$ cat src/rtl/reg_pipe_vr.sv
// reg_pipe_vr: elastic valid/ready pipeline register with bubble collapsing, flush and occupancy count
module reg_pipe_vr #(
  parameter int p_nbits   = 4,
  parameter int p_nstages = 2
) (
  input  logic                               clk,
  input  logic                               reset,
  input  logic                               flush,
  input  logic                               in_val,
  output logic                               in_rdy,
  input  logic [p_nbits-1:0]                 in_msg,
  output logic                               out_val,
  input  logic                               out_rdy,
  output logic [p_nbits-1:0]                 out_msg,
  output logic [$clog2(p_nstages+1)-1:0]     count
);
  localparam int L  = p_nstages - 1;
  localparam int CW = $clog2(p_nstages + 1);
  logic [p_nstages-1:0] v;
  logic [p_nstages-1:0] go;
  logic [p_nbits-1:0]   d [p_nstages];
  logic                 in_xfer;
  // A stage advances unless every stage ahead of it is occupied and the output stalls.
  always_comb begin
    logic all_v;
    all_v = 1'b1;
    go = '0;
    for (int i = L; i >= 0; i--) begin
      go[i] = v[i] & (~all_v | out_rdy);
      all_v = all_v & v[i];
    end
  end
  always_comb begin
    count = '0;
    for (int i = 0; i < p_nstages; i++) count = count + CW'(v[i]);
  end
  assign in_rdy  = (~v[0] | go[0]) & ~flush;
  assign in_xfer = in_val & in_rdy;
  assign out_val = v[L] & ~flush;
  assign out_msg = d[L];
  always_ff @(posedge clk) begin
    if (reset) begin
      v <= '0;
      for (int i = 0; i < p_nstages; i++) d[i] <= '0;
    end else if (flush) begin
      v <= '0;
    end else begin
      v[0] <= in_xfer | (v[0] & ~go[0]);
      if (in_xfer) d[0] <= in_msg;
      for (int i = 1; i < p_nstages; i++) begin
        v[i] <= go[i-1] | (v[i] & ~go[i]);
        if (go[i-1]) d[i] <= d[i-1];
      end
    end
  end
endmodule

$ cat config.mk
export PLATFORM = sky130hd
export DESIGN_NAME = reg_pipe_vr
export DESIGN_NICKNAME = d
export VERILOG_FILES = /design/src/rtl/reg_pipe_vr.sv
export SDC_FILE = /design/constraint.sdc
export NUM_CORES = 1
export LEC_CHECK = 0
export ABC_AREA = 1
export CAP_MARGIN = 20
export CORE_AREA = 3 3 40 42
export CTS_CLUSTER_DIAMETER = 100
export DETAILED_ROUTE_END_ITERATION = 16
export DIE_AREA = 0 0 43 45
export GPL_TIMING_DRIVEN = 0
export PLACE_DENSITY = 0.69
export SETUP_SLACK_MARGIN = 0.3
export SLEW_MARGIN = 20
export SYNTH_ARGS = -nofsm -noshare
export SYNTH_HDL_FRONTEND = slang
export SYNTH_SLANG_ARGS = --single-unit
$ cat constraint.sdc
create_clock -name clk -period 3.2 [get_ports clk]
set_input_delay 0.32 -clock clk [delete_from_list [all_inputs] [get_ports clk]]
set_output_delay 0.32 -clock clk [all_outputs]
set_load 0.02 [all_outputs]
==> flow_metrics.tcl <==
set metrics [dict create \
    outcome "finished clean" \
    timing.fmax_ghz 0.515 \
    fin_nets 81 \
    ys_warns 0 \
    post_cts_resize_count 0 \
    hold-worst-slack_ns 0.556 \
    critical_register_to_register_path_startpoint "v[0]$_SDFF_PP0_" \
    cts_buffer_depth 2 \
    pre_cts_slack_ns 1.24 \
    critPathMaxStageDelay_ns 0.59 \
    postPlaceCellArea_sq_um 688 \
    antenna_violations_before_repair 0 \
    mostFrequentLayoutCells "sky130_fd_sc_hd__clkdlybuf4s50_1 (16), sky130_fd_sc_hd__inv_1 (13), sky130_fd_sc_hd__a21oi_1 (10)" \
    ys_seq_area_frac 0.550 \
    syn-mean-instance-area_sq_um 10.2 \
    finalSetupTns_ns 0 \
    crit_path_cell_trace "clkdlybuf4s50_1 -> inv_1 -> nand3_2 -> nand2_1 -> inv_1 -> clkdlybuf4s50_1" \
    timing.critical_path.required_ns 2.88 \
    vdd.ir_drop.worst_uv 228 \
    final_cells 85 \
    worstRegToRegCells 3 \
    total_clock_buffers_created_by_cts 3 \
    worstSkewPairLatency_ns 0.26 \
    post-dp-hpwl_um 640 \
    postLayoutSetupSlackWorst_ns 1.26 \
    tightest_slew_ns 0.250 \
    dp.cells 81 \
    power_density_mw_per_mm2 394 \
    detailedRoute.firstPassIterationCount 4 \
    cts-hold-fix-buffers 0 \
    row_count 13 \
    layout-area-overhead-vs-synth_pct 40.3 \
    period_share 0.606 \
    setup_viol_count_final 0 \
    drtIter0Drc 1 \
    num_antenna_cells 0 \
    detail_route.wl_per_cell_um 8.85 \
    tritoncts "yes" \
    maximum_number_of_pins_on_one_net_before_global_route_repair 10 \
    hold_path.class "register to register" \
    synthCells 50 \
    cp-startpoint "out_rdy" \
    grt_first_pass_wirelength_um 1380 \
    worst_slew_margin_rel 0.833 \
    power.leakage_nw 0.302 \
    die_area_sq_mm 0.00194 \
    cts.root.buffer_cell "sky130_fd_sc_hd__clkbuf_4" \
    routed_wl_um 752 \
    fin_total_pwr_mw 0.281 \
    groute.usage.overall 0.0963 \
    drt_drc_violations_left 0 \
    place_congestion 0.657 \
    syn_nets 60 \
    yosys.area.top_type_share 0.472 \
    timing.final.max_slew_violations 0 \
    final_cell_area_sq_um 714 \
    cts.htree.levels 1 \
    synth.area.top_cells "sky130_fd_sc_hd__edfxtp_1 (47%), sky130_fd_sc_hd__a21oi_1 (9.8%), sky130_fd_sc_hd__inv_1 (9.6%)" \
    rsz0062_at_grt "false" \
    final_common_cell "sky130_fd_sc_hd__clkdlybuf4s50_1" \
    netlist_area_before_placement_sq_um 509 \
    floorplan.io_pins 17 \
    worst_ep_arrival_time_ns 1.62 \
    netlist.top_cell.by_area "sky130_fd_sc_hd__edfxtp_1" \
    regToRegSetupSlack_ns 2.05 \
    gr-total-overflow 0 \
    timing.critical_path.slowest_stage_cell "sky130_fd_sc_hd__clkdlybuf4s50_1" \
    synth-seq-cells 10 \
    finalWorstPathRequiredPeriod_ns 1.94 \
    buffer_ports.inserted 16 \
    critical_path.reg2reg.endpoint "d[0][1]$_SDFFCE_PN0P_" \
    post_synth_num_cell_types 12 \
    startpoint_type "input pin" \
    die_height_um 45 \
    skew_ns 0.00607 \
    placeableCoreArea_sq_mm 0.00128 \
    initial_utilization 0.396 \
    route.antenna.remaining_nets 0 \
    clock_sinks 10 \
    first_global_vias 364 \
    viasPerCell 4.42 \
    timing.final.hold_violations 0 \
    path_clk_slew_ns 0.06 \
    num_vias 376 \
    critPathCaptureType "primary output" \
    maxCapViolCount 0 \
    chipWidth_um 43 \
    crit_type "input pin to primary output" \
    worst-path-max-fanout 3 \
    final_core_utilization 0.556 \
    endpoint "in_rdy" \
    cts_setup_buffers 0 \
    post_route_cells_drive_above_1_share 0.171 \
]
## cell usage after synthesis (all sizes together)
cell type,instances
inv,15
dfxtp,2
ha,1
buf,4
nor2,1
nand4,2
edfxtp,8
a21oi,10
nand3,2
nand2,5
## state kept, by name, indices dropped and copies added, names as in the netlist
signal and flops:
d 8, v 2
## per-layer routing
layer / track usage / share of wire / vias up
li1: - / - / 197
met1: 0.0980 / 0.41 / 169
met2: 0.180 / 0.53 / 10
met3: 0.0478 / 0.060 / 0
met4: 0.0181 / 0 / 0
met5: 0 / 0 / -
## worst max-delay path, delay by kind of cell
kind                   cells  cell delay [ns]
buffers and inverters      4             1.15
and+or+nand+nor            2             0.15
## power breakdown
part	total (mW)	internal, mW	switching [mW]
logic	0.0440	0.0235	0.0206
registers	0.151	0.148	0.00271
clock network	0.0866	0.0480	0.0386
## cell families (layout without fill, tap and decap cells)
logic type      after synthesis  after routing  synth area share
compound gates               10             10            0.0983
fa+ha+maj                     1              1            0.0246
buf+inv                      19             39             0.170
flops                        10             10             0.550
simple gates                 10             10             0.157
## final cells by class
class	instances	area (sq um)
plain buffers	4	30.0
clock buffers	4	26.3
inverters	15	56.3
flip-flops and latches	10	280
multi-input cells	21	143
fillers	123	571
well taps	15	18.8
repair buffers	16	160
## how the worst min path moves through the flow
stage,startpoint,endpoint,cells after the start
2_1_floorplan,in_val,v[0]$_SDFF_PP0_,2
3_3_place_gp,v[0]$_SDFF_PP0_,v[1]$_SDFF_PP0_,2
3_5_place_dp,v[0]$_SDFF_PP0_,v[1]$_SDFF_PP0_,2
4_1_cts,v[0]$_SDFF_PP0_,v[1]$_SDFF_PP0_,2
5_1_grt,v[0]$_SDFF_PP0_,v[1]$_SDFF_PP0_,2
6_report,v[0]$_SDFF_PP0_,v[1]$_SDFF_PP0_,2
(Power assumes the default switching activity.)
